==> src/rtl/coffee_pkg.sv <==
// coffee_pkg: brewer state encoding, default timings and counter sizing helper
package coffee_pkg;
  typedef enum logic [2:0] {IDLE, CUP_DROP, HEAT, POUR, READY, DONE, FAULT} brew_state_t;
  localparam int CUP_CYCLES_DEF  = 4000;
  localparam int HEAT_CYCLES_DEF = 8000;
  localparam int POUR_CYCLES_DEF = 12000;
  localparam int DEBOUNCE_DEF    = 4;
  function automatic int cnt_width(input int n);
    return (n > 1) ? $clog2(n) : 1;
  endfunction
endpackage

==> src/rtl/brew_timer.sv <==
// brew_timer: loadable down-counter that parks at zero and flags it
module brew_timer #(
  parameter int W = 8
) (
  input  logic         clk4m,
  input  logic         rst,
  input  logic         load,
  input  logic [W-1:0] load_val,
  output logic         done
);
  logic [W-1:0] cnt_q, cnt_d;
  always_comb cnt_d = load ? load_val : (cnt_q != '0) ? cnt_q - 1'b1 : cnt_q;
  always_ff @(posedge clk4m) begin
    if (rst) cnt_q <= '0;
    else     cnt_q <= cnt_d;
  end
  assign done = (cnt_q == '0);
endmodule

==> src/rtl/coffee_brewer.sv <==
// coffee_brewer: brew sequencer (cup drop, heat, pour) answering prepare_coffee
// with coffee_ready and a debounced cup_out pulse; all outputs registered.
module coffee_brewer import coffee_pkg::*; #(
  parameter int CUP_CYCLES  = CUP_CYCLES_DEF,
  parameter int HEAT_CYCLES = HEAT_CYCLES_DEF,
  parameter int POUR_CYCLES = POUR_CYCLES_DEF,
  parameter int DEBOUNCE    = DEBOUNCE_DEF
) (
  input  logic clk4m,
  input  logic rst,
  input  logic prepare_coffee,
  input  logic cup_sensor,
  output logic cup_drop,
  output logic heater_on,
  output logic pump_on,
  output logic coffee_ready,
  output logic cup_out,
  output logic busy,
  output logic fault
);
  localparam int MAXC = (CUP_CYCLES > HEAT_CYCLES) ?
                        ((CUP_CYCLES > POUR_CYCLES) ? CUP_CYCLES : POUR_CYCLES) :
                        ((HEAT_CYCLES > POUR_CYCLES) ? HEAT_CYCLES : POUR_CYCLES);
  localparam int TW = cnt_width(MAXC);
  localparam int DW = cnt_width(DEBOUNCE);

  generate
    if (CUP_CYCLES < 1 || HEAT_CYCLES < 1 || POUR_CYCLES < 1 || DEBOUNCE < 1) begin : g_bad_param
      $error("coffee_brewer: all cycle parameters must be >= 1");
    end
  endgenerate

  brew_state_t   state_q, state_d;
  logic          prev_req_q;
  logic [DW-1:0] deb_q, deb_d;
  logic [6:0]    out_q, out_d;
  logic [TW-1:0] load_val;
  logic          load, done, start;

  assign start = prepare_coffee & ~prev_req_q;

  brew_timer #(.W(TW)) u_timer (
    .clk4m    (clk4m),
    .rst      (rst),
    .load     (load),
    .load_val (load_val),
    .done     (done)
  );

  always_comb begin
    state_d  = state_q;
    load     = 1'b0;
    load_val = '0;
    deb_d    = '0;
    case (state_q)
      IDLE: if (start) begin
        state_d  = CUP_DROP;
        load     = 1'b1;
        load_val = TW'(CUP_CYCLES - 1);
      end
      CUP_DROP: if (done) begin
        state_d  = cup_sensor ? HEAT : FAULT;
        load     = cup_sensor;
        load_val = TW'(HEAT_CYCLES - 1);
      end
      HEAT: if (done) begin
        state_d  = POUR;
        load     = 1'b1;
        load_val = TW'(POUR_CYCLES - 1);
      end
      POUR: state_d = !cup_sensor ? FAULT : done ? READY : POUR;
      READY: begin
        deb_d   = cup_sensor ? '0 : deb_q + 1'b1;
        state_d = (!cup_sensor && deb_q == DW'(DEBOUNCE - 1)) ? DONE : READY;
      end
      DONE:    state_d = IDLE;
      default: state_d = FAULT;
    endcase
    // outputs follow the next state so the registered copy lines up with state_q
    out_d = {state_d == CUP_DROP, state_d == HEAT || state_d == POUR, state_d == POUR,
             state_d == READY, state_d == DONE, state_d != IDLE, state_d == FAULT};
  end

  always_ff @(posedge clk4m) begin
    if (rst) begin
      state_q    <= IDLE;
      prev_req_q <= 1'b0;
      deb_q      <= '0;
      out_q      <= '0;
    end else begin
      state_q    <= state_d;
      prev_req_q <= prepare_coffee;
      deb_q      <= deb_d;
      out_q      <= out_d;
    end
  end

  assign {cup_drop, heater_on, pump_on, coffee_ready, cup_out, busy, fault} = out_q;
endmodule

==> config.mk <==
export PLATFORM = sky130hd
export DESIGN_NAME = coffee_brewer
export DESIGN_NICKNAME = d
export VERILOG_FILES = /design/src/rtl/coffee_pkg.sv /design/src/rtl/brew_timer.sv /design/src/rtl/coffee_brewer.sv
export SDC_FILE = /design/constraint.sdc
export NUM_CORES = 1
export LEC_CHECK = 0
export CAP_MARGIN = 10
export CORE_ASPECT_RATIO = 1.5
export CORE_UTILIZATION = 56
export DETAILED_ROUTE_END_ITERATION = 12
export GPL_ROUTABILITY_DRIVEN = 0
export PLACE_DENSITY = 0.89
export SLEW_MARGIN = 40
export SYNTH_ARGS = -nofsm -noshare
export SYNTH_HDL_FRONTEND = slang
export SYNTH_SLANG_ARGS = --single-unit
==> constraint.sdc <==
create_clock -name clk4m -period 2 [get_ports clk4m]
set_input_delay 0.5 -clock clk4m [delete_from_list [all_inputs] [get_ports clk4m]]
set_output_delay 0.5 -clock clk4m [all_outputs]
set_load 0.01 [all_outputs]
Yosys cells after proc, flatten, opt, wreduce, memory -nomap -nowiden
Index checks and enable logic that the tools add are counted.
{"block": "totals", "ff_bits": 27, "mem_bits_ro": 0, "n_memories": 0, "ramBits": 0, "in_bits": 4, "latchBits": 0}
{"block": "op_classes", "shift": 0, "bitwise_logic": 3, "n_reduce_logical": 9, "n_div": 0, "n_mux": 18, "add_sub_neg": 2, "eq_ne": 12, "order_cmp": 0, "multipliers": 0}
{"cell": "$mux W14", "n": 3}
{"cell": "$pmux W14 S3", "n": 1}
{"cell": "$mux W3", "n": 6}
{"cell": "$pmux W3 S6", "n": 1}
{"cell": "$eq A3 B3 Y1 const B", "n": 5}
{"cell": "$logic_not A14 Y1", "n": 1}
{"cell": "$reduce_bool A14 Y1", "n": 1}
{"cell": "$sub A14 B1 Y14 const B", "n": 1}
{"cell": "$mux W13", "n": 1}
{"cell": "$eq A3 B2 Y1 const B", "n": 4}
{"cell": "$mux W12", "n": 1}
{"cell": "$eq A3 B1 Y1 const B", "n": 2}
{"cell": "$mux W1", "n": 4}
{"cell": "$logic_not A3 Y1", "n": 1}
{"cell": "$pmux W1 S3", "n": 1}
{"cell": "$reduce_bool A3 Y1", "n": 1}
{"cell": "$reduce_or A3 Y1", "n": 1}
{"cell": "$add A2 B1 Y2 const B", "n": 1}
{"cell": "$eq A2 B2 Y1 const B", "n": 1}
{"cell": "$not A1 Y1", "n": 2}
{"cell": "$reduce_bool A2 Y1", "n": 1}
{"cell": "$and A1 B1 Y1", "n": 1}
{"cell": "$logic_and A1 B1 Y1", "n": 1}
{"cell": "$logic_not A1 Y1", "n": 1}
{"cell": "$logic_or A1 B1 Y1", "n": 1}

Longest topological paths before layout
Gate-level depths: netlist (run 1).
{"block": "logic_depth", "ltp_word": 6, "ltp_mapped": 9, "depth_no_buf": 7}

Hierarchy
Synthesis (run 1) repeated with hierarchy kept, for this count alone.
{"block": "unflattened", "hier_cells": 171, "area_unflattened_um2": 1507.7}
{"mod": "brew_timer", "cells_per_inst": 102, "area_each_um2": 849.6, "instances": 1}
{"mod": "coffee_brewer", "cells_per_inst": 69, "area_each_um2": 658.1, "instances": 1}

Least setup slack after synthesis (run 1)
Ideal clock, no wire load.
{"block": "synth_timing", "path_type": "register -> register", "start": "reg u_timer.cnt_q[0]", "end": "reg out_q[3]", "arrival_time_ns": 1.670, "period_less_slack_ns": 1.757, "path_stages_with_launch": 9, "setup_time_ns": 0.087, "path_slack_ns": 0.243, "path_cell_list": "dfxtp_1 > inv_1 > ha_1 > nor3b_1 > nand4_2 > buf_6 > nor2_4 > mux2i_1 > nor4b_2"}
{"block": "synth_between", "elab_chain_len": 5}
{"item": "from (decl)", "line": "brew_timer.sv:11", "source": "logic [W-1:0] cnt_q, cnt_d;"}
{"item": "from (signal assigned)", "line": "brew_timer.sv:15", "source": "else cnt_q <= cnt_d;"}
{"item": "$logic_not A14 Y1 (*)", "line": "brew_timer.sv:17", "source": "assign done = (cnt_q == '0);"}
{"item": "$mux W3 (2 in series)", "line": "coffee_brewer.sv:71", "source": "POUR: state_d = !cup_sensor ? FAULT : done ? READY : POUR;"}
{"item": "$pmux W3 S6 (*)", "line": "coffee_brewer.sv:55", "source": "case (state_q)"}
{"item": "$eq A3 B3 Y1 (*)", "line": "coffee_brewer.sv:81", "source": "state_d == READY, state_d == DONE, state_d != IDLE, state_d == FAULT};"}
{"item": "to (signal assigned)", "line": "coffee_brewer.sv:94", "source": "out_q <= out_d;"}
{"item": "to (decl)", "line": "coffee_brewer.sv:36", "source": "logic [6:0] out_q, out_d;"}
Every way passes the cells marked *; elsewhere a longest branch is shown, timed or not.
A chain may end at the register's enable or synchronous reset.

Worst setup path in the final report (run 1)
Ends and elaborated chain as after synthesis.

==> results.txt, run 1 <==
- The run finished with clean final reports.
- Setup violations remaining at the end of the flow were counted as 0.
- Required time of the critical path: 2.24 ns
- Floorplan row count: 21
- For the pin with the worst max-slew slack, the measured transition is 0.4474 ns.
- Routed length per instance: roughly 16 um
* Most numerous cell types in the synthesized netlist: 27 x sky130_fd_sc_hd__dfxtp_1, 14 x sky130_fd_sc_hd__a21oi_1, 14 x sky130_fd_sc_hd__nor2_1, 9 x sky130_fd_sc_hd__nand2_1, 7 x sky130_fd_sc_hd__inv_1
- Averaged over all synthesized cells, the footprint is 9.478 um2.
- Type of element capturing the critical path: flip-flop
- F_max: approximately 510 MHz
* Max-Cap Viols: 0
- Max Transition Viols Final: 0
- The longest clock path from root to sink contains 2 buffers.
- The share of synthesized area in the top cell type comes to 0.3906.
* Count of nets after finishing: 176
* Most area-consuming cells after synthesis: sky130_fd_sc_hd__dfxtp_1 39%, sky130_fd_sc_hd__a21oi_1 5.1%, sky130_fd_sc_hd__nor2_1 3.8%, sky130_fd_sc_hd__xor2_1 3.8%, sky130_fd_sc_hd__xnor2_1 3.2%
* Global-route wire length before repair: 5071 um
- Number of optimization iterations in the first detailed-route pass: 4
- Counting distinct cell types in the post-synthesis netlist gives 50.
- Total clock buffers created by CTS: 3
- Area of the placeable core: 2286 um2
* Area of the mapped netlist: roughly 1400 um2
- The worst setup path is of the reg2reg kind.
- In the post-synthesis netlist, the cell with the most instances is sky130_fd_sc_hd__dfxtp_1.
- Largest area contributor in the synthesized netlist: sky130_fd_sc_hd__dfxtp_1
- Hold timing on the final database bottoms out at a slack of between 0.4 and 0.5 ns.
- Post-synth EDFFs: 0
- Count of synthesis-stage warnings from yosys: 0
* Slowest stage cell on the critical path: sky130_fd_sc_hd__dfxtp_2
- In this run the worst hold path is classified as reg2reg.
- Share of the clock period used by the worst path after layout: 0.9730
- For the worst setup path, the data arrival time is approximately 2.2 ns.
- Max Fanout on Critical Path: 5
- Count of placed standard cells including taps: between 150 and 200
- Share of synthesized flip-flops with an asynchronous set or reset: 0
* Die footprint: 2678 um2
- Sum of overflow across all layers after global routing: 0
- IR analysis of the VDD net gives a maximum drop of 0.0006398 V.
* Die X: 42.59 um
- Entering global routing, the biggest net connects 15 pins.
- After the flow finishes, the layout carries non-filler instances totaling approximately 190.
* Gate count of the mapped netlist: 146
* Critical path buffer and inverter count: 1
- The worst setup path is launched from a flip-flop.
- TritonCTS built the clock tree.
- Number of vias after detailed routing: 1,165
* Area added between synthesis and finish: 18.44%
- Fin. Hold Viols: 0
- For this run, the total global-route usage over all layers was measured as 0.2424.
- CTS built an H-tree with a depth of 1.
- Clock slew seen by the registers of the worst setup and hold paths: ~0.14 ns
- For this configuration, the core starts out at a cell density of 0.6054.
- Worst Skew: 0.005953 ns
- The repair_antennas step left the layout with diodes totalling 0.
- Walking the worst path, the cells encountered are inv_1 > ha_1 > nor3b_2 > nand4_2 > nor2_4 > mux2i_2 > nor4b_2.
- Share of final-layout standard cells stronger than drive strength 1: 0.2440
- The cell sitting at the root of the clock tree is a sky130_fd_sc_hd__clkbuf_4.
* Headroom to the max-slew limit: 0.7013
- Sequential-to-total area share from yosys stat: 0.3906
- Leak: around 0.63 nW
* Setup repair after global routing missed its margin: no
- Power per Cell Area: 1040 nW/um2
- For the worst-skew pair, the clock arrives at the later sink with an insertion delay of 0.32 ns.
- Number of global-route vias before repair: 1,167
- In this design, the stage delay of the slowest critical-path cell is 0.37 ns.
- Number of antenna violations at the first check in global routing: 0
* Clock net sink count: 27
* Number of routed nets with antenna violations: 0
- DRC violations left: 0
- Synth Register Bits: 27
- The smallest clock period supported by the final layout is computed as 1.946 ns.
* Crit-path leading delay family: simple AND/OR/NAND/NOR gates
- After the first detailed-routing iteration, the DRC count stood at 32.
- Number of buffers added on ports: 10
- Detailed-route wire length: between 3000 and 4000 um
- Dividing the detail-routed via count by the number of cells gives 6.099.
- The HPWL after detailed placement is approximately 2300 um.
- In this run the vertical extent of the chip is between 60 and 70 um.
- When the netlist entered floorplanning its net count stood at about 150.
* Dominant register cell in the synthesized netlist: sky130_fd_sc_hd__dfxtp_1
* Number of placed I/O pins: 11
[path summary, 6_finish.rpt]
kind / cells past startpoint / start / end / slack, ns
max: 7 / u_timer.cnt_q[0] / out_q[3] / 0.05
min: 1 / deb_q[0] / deb_q[0] / 0.44
max reg2reg: 7 / u_timer.cnt_q[0] / out_q[3] / 0.05
min reg2reg: 1 / deb_q[0] / deb_q[0] / 0.44
[worst reg2reg max path: cells and delay by family (launching register included)]
family        cells  cell delay, ns
simple gates      4            0.93
flops             1            0.37
mux               1            0.34
fa+ha+maj         1            0.15
buf+inv           1            0.08
[stage by stage]
step | worst slack, ns | area (um2) | TNS, ns | util | power (mW)
floorplan | 0.2431 | 1384 | 0 | - | 1.223
global placement | -0.2127 | 1580 | -2.130 | 0.6913 | 1.398
detailed placement | -0.2914 | 1580 | -3.104 | 0.6913 | 1.440
CTS | 0.006495 | 1617 | 0 | 0.7072 | 1.669
global route | 0.01039 | 1639 | 0 | 0.7170 | 1.810
finish | 0.05406 | 1639 | 0 | 0.7170 | 1.704
[sequential cells by signal (all words and copies together) (netlist names)]
register / flops
deb_q: 2
state_q: 3
prev_req_q: 1
out_q: 7
u_timer.cnt_q: 14
[power by group]
part	internal (mW)	switching, mW
logic	0.352	0.358
clock network	0.0779	0.148
registers	0.632	0.137
[cells by family after synthesis]
family | synth area share
adder cells (fa/ha/maj) | 0.02713
AND/OR/NAND/NOR | 0.2866
XOR/XNOR | 0.06962
multiplexers | 0.01808
buffers and inverters | 0.04611
AO/OA/AOI/OAI | 0.1619
flip-flops | 0.3906
[placed cells by master, fill, tap and decap left out, types with 2 or more instances in the layout]
cell                               n
sky130_fd_sc_hd__dfxtp_2           2
sky130_fd_sc_hd__clkbuf_4          3
sky130_fd_sc_hd__nor4_4            2
sky130_fd_sc_hd__inv_1             7
sky130_fd_sc_hd__dfxtp_1          25
sky130_fd_sc_hd__a21oi_1          14
sky130_fd_sc_hd__or3_1             3
sky130_fd_sc_hd__nor2_1           14
sky130_fd_sc_hd__a211oi_1          2
sky130_fd_sc_hd__nand2_1           9
sky130_fd_sc_hd__clkdlybuf4s50_1  10
sky130_fd_sc_hd__buf_4            13
sky130_fd_sc_hd__a31oi_1           2
sky130_fd_sc_hd__xnor2_1           5
sky130_fd_sc_hd__o21ai_4           2
sky130_fd_sc_hd__ha_1              3
sky130_fd_sc_hd__nor2b_1           5
sky130_fd_sc_hd__nand2b_1          2
sky130_fd_sc_hd__nor3_1            5
sky130_fd_sc_hd__xor2_1            6
[layer usage]
metal | vias up | global-route usage | wire length, um
li1 | 557 | - | -
met1 | 562 | 0.2604 | 1192
met2 | 31 | 0.4519 | 1631
met3 | 15 | 0.02601 | 66
met4 | 0 | 0.1133 | 123
met5 | - | 0 | 0
[final cells by class]
class                   instances  area [um2]
multi-input cells             106       805.8
fillers                       178       646.9
flip-flops and latches         27       543.0
repair buffers                 24       209.0
well taps                      23       28.78
clock buffers                   4       26.28
inverters                       7       26.28
[timing repair]
item,in CTS,in global routing
setup endpoints to repair,5,8
cloned,0,0
hold buffers,0,0
resized for setup,3,5
buffers inserted,0,0
Note: power is estimated with default switching activity, not from simulation.
==> run 2, diff against run 1 <==
CORE_ASPECT_RATIO = 0.6   (was 1.5)
==> results.txt, run 2 (synthesis results as in run 1) <==
* Proportion of total power due to net switching: 0.3805 (+0.003391)
- Floorplan row count: 13 (-38%)
* Cts-stage hold buffer count: 0 (unchanged)
- Final period demand of the worst path: 1.948 ns (+0.001981 ns)
* Crit-path leading delay family: simple AND/OR/NAND/NOR gates
- The global-route wire length before repair is 5326 um (+5.0%).
- The cell that appears most often on the critical path is sky130_fd_sc_hd__nor3_1.
* Sum of overflow across all layers after global routing: 0 (unchanged)
- The arrival time of the worst setup path came to 2.15 ns (-0.03 ns).
- The area of the die came to 2680 um2 (about the same).
- The utilization after layout was 0.7715 (+0.05444).
- The sequential power share came to 0.390 (-0.061).
- Setup TNS Final: 0 ns (unchanged)
- F_max: 513.4 MHz (-0.10%)
* Headroom to the max-slew limit: 0.6954 (-0.005947)
- Share of the clock period used by the worst path after layout: 0.9740 (+0.0009907)
* Area added between synthesis and finish: 25.14%
- Count of fill cells added during filler insertion: 135 (-24%)
- Number of antenna violations at the first check in global routing: 0 (unchanged)
- Type of element capturing the critical path: flip-flop
- Critical path buffer and inverter count: 3 (+2)
- Clock latency at the later pin of the worst-skew pair: 0.28 ns (-0.04 ns)
- HPWL Detailed: 2718 um (+21%)
- In the final layout, the registers with the most flip-flops are u_timer.cnt_q: 14 flops, out_q: 7 flops, state_q: 3 flops.
* Routed length per instance: 17.87 um (+13%)
* Slowest stage cell on the critical path: sky130_fd_sc_hd__dfxtp_1
- The residual antenna-violating net count after detailed routing is 0 (unchanged).
- Measured slew at the worst slew-check pin: 0.4563 ns (+0.008908 ns)
- The critical path depth in cells came to 9 (+2).
- The length in cells of the worst reg-to-reg path came to 9 (+2).
- Clock slew seen by the registers of the worst setup and hold paths: 0.10 ns (-0.04 ns)
- The maximum number of pins on one net before global-route repair is 17 (+2).
- Leak: 0.6795 nW (+7.5%)
- Share of final-layout standard cells stronger than drive strength 1: 0.2712 (+0.02714)
* VDD IR max: 0.0006390 V (-0.13%)
- The portion of total power attributed to the clock network was 0.168 (+0.035).
- Longest Clk Path Bufs: 2 (unchanged)
- The clock sink total was 27 (unchanged).
- Total global-route track usage: 0.2860 (+0.04355)
* Number of vias after detailed routing: 1,280 (+9.9%)
* Setup repair after global routing missed its margin: yes
- Count of nets after finishing: 185 (+5.1%)
- Initial Utilization: 0.6165 (+0.01114)
* DRC violations left: 0 (unchanged)
- The number of maximum-capacitance constraint violations was 0 (unchanged).
* Number of vias per cell after detailed routing: 6.184 (+1.4%)
- Worst Setup Start Kind: flip-flop
* Run status: finished, final reports clean
* Worst Path Class, Setup: reg2reg
* Start of the worst register-to-register path: u_timer.cnt_q[1]
- Overall power after layout: 1.900 mW (+11%)
- The flip-flop count of the largest register after layout came to 14 (unchanged).
* Power per Cell Area: 1097 nW/um2 (+5.5%)
* Max Transition Viols Final: 0 (unchanged)
- Clk Tree Root Cell: sky130_fd_sc_hd__clkbuf_8
* Combinational group share of total power: 0.441 (+0.025)
* CTS tree: built
- The required time of the critical path is 2.20 ns (-0.04 ns).
- Die height: 40.51 um (-36%)
- Detailed-route wire length: 3699 um (+23%)
* Most frequent standard cell in the layout excluding fill and tap cells: sky130_fd_sc_hd__dfxtp_1
- The via count of the first global-routing pass was 1,095 (-6.2%).
- Area of the placeable core: 2245 um2 (-1.8%)
- The largest incremental delay on the critical path is 0.33 ns (-0.04 ns).
* Worst setup path start: u_timer.cnt_q[1]
- The number of I/O pins came to 11 (unchanged).
* Path class of the lowest-slack min-delay path: reg2reg
- The register with the most flip-flops in the final layout is u_timer.cnt_q.
* Number of H-tree levels: 1 (unchanged)
* Internal: 1.177 mW (+11%)
* DRC violation total after the first TritonRoute iteration: 127 (+300%)
* Worst r2r dst: out_q[3]
- Series of cell instances along the critical path: inv_1 > ha_1 > nor3b_4 > nand4_4 > buf_6 > nor3_1 > nor3_1 > buf_4 > nor4b_2
- The net switching power was 0.7229 mW (+12%).
- Total clock buffers created by CTS: 3 (unchanged)
- The largest fanout of any net on the critical path was 4 (-1).
- Commonest non-fill, non-tap cells in the layout: 27 x sky130_fd_sc_hd__dfxtp_1, 22 x sky130_fd_sc_hd__buf_4, 14 x sky130_fd_sc_hd__nor2_1, 14 x sky130_fd_sc_hd__a21oi_1, 10 x sky130_fd_sc_hd__clkdlybuf4s50_1
- Fin. Hold Viols: 0 (unchanged)
* Worst Skew: 0.006416 ns (+0.0004627 ns)
- Number of buffers added on ports: 10 (unchanged)
- The minimum hold slack came to 0.4261 ns (-0.01334 ns).
* Minimum setup slack among reg-to-reg paths: 0.05 ns (about the same)
* Final number of setup-violating endpoints: 0 (unchanged)
- The die outline width came to 66.18 um (+55%).
- Number of diodes added for antenna fixing: 0 (unchanged)
- The total iterations of the first detailed-routing run is 6 (+2).
* Endpoint of the worst setup timing path: out_q[3]
## run 2: cell types whose count changed in the layout (fill, tap and decap cells not counted), sizes merged
cell      before  now
buf           14   23
clkinvlp       0    1
clkbuf         4    3
## run 2: area by class of cell
type                    count  area (um2)  area share
well taps                  30       37.54     0.02168
clock buffers               3       41.29     0.02384
repair buffers             33       276.5      0.1597
multi-input cells         106       802.0      0.4632
inverters                   7       26.28     0.01517
flip-flops and latches     27       540.5      0.3121
clock inverters             1       7.507    0.004335
## run 2: power groups by stage
stage / Sequential (mW) / Clock, mW / Combinational (mW)
finish: 0.742 / 0.320 / 0.838
global route: 0.750 / 0.342 / 0.884
CTS: 0.737 / 0.320 / 0.786
detailed placement: 0.749 / 0 / 0.769
global placement: 0.740 / 0 / 0.719
floorplan: 0.737 / 0 / 0.487
## run 2: repair_timing
item	4_1_cts	5_1_grt
buffers inserted	1	0
setup endpoints to repair	6	7
hold endpoints to repair	0	0
pin swaps	1	0
resized for setup	2	4
cloned	0	0
## run 2: worst min-delay path by stage
stage	from	slack [ns]	cells after the start	end
finish	deb_q[0]	0.43	1	deb_q[0]
floorplan	deb_q[0]	0.40	1	deb_q[0]
CTS	deb_q[0]	0.43	1	deb_q[0]
global placement	deb_q[0]	0.41	1	deb_q[0]
global route	deb_q[0]	0.44	1	deb_q[0]
detailed placement	deb_q[0]	0.42	1	deb_q[0]
## run 2: layer usage
metal  GRT usage  share of wire  vias up
met5      0.1042              0        -
met1      0.3661           0.40      601
met3     0.06534           0.11       10
met4     0.09574          0.016        0
li1            -              -      580
met2      0.4770           0.47       89
## run 2: stage by stage
stage	instance area, um2	setup slack [ns]	instances
finish	1732	0.05208	207
floorplan	1384	0.2431	146
CTS	1712	0.004931	207
detailed placement	1649	-0.3181	202
global route	1732	-0.09083	207
global placement	1649	-0.1852	202
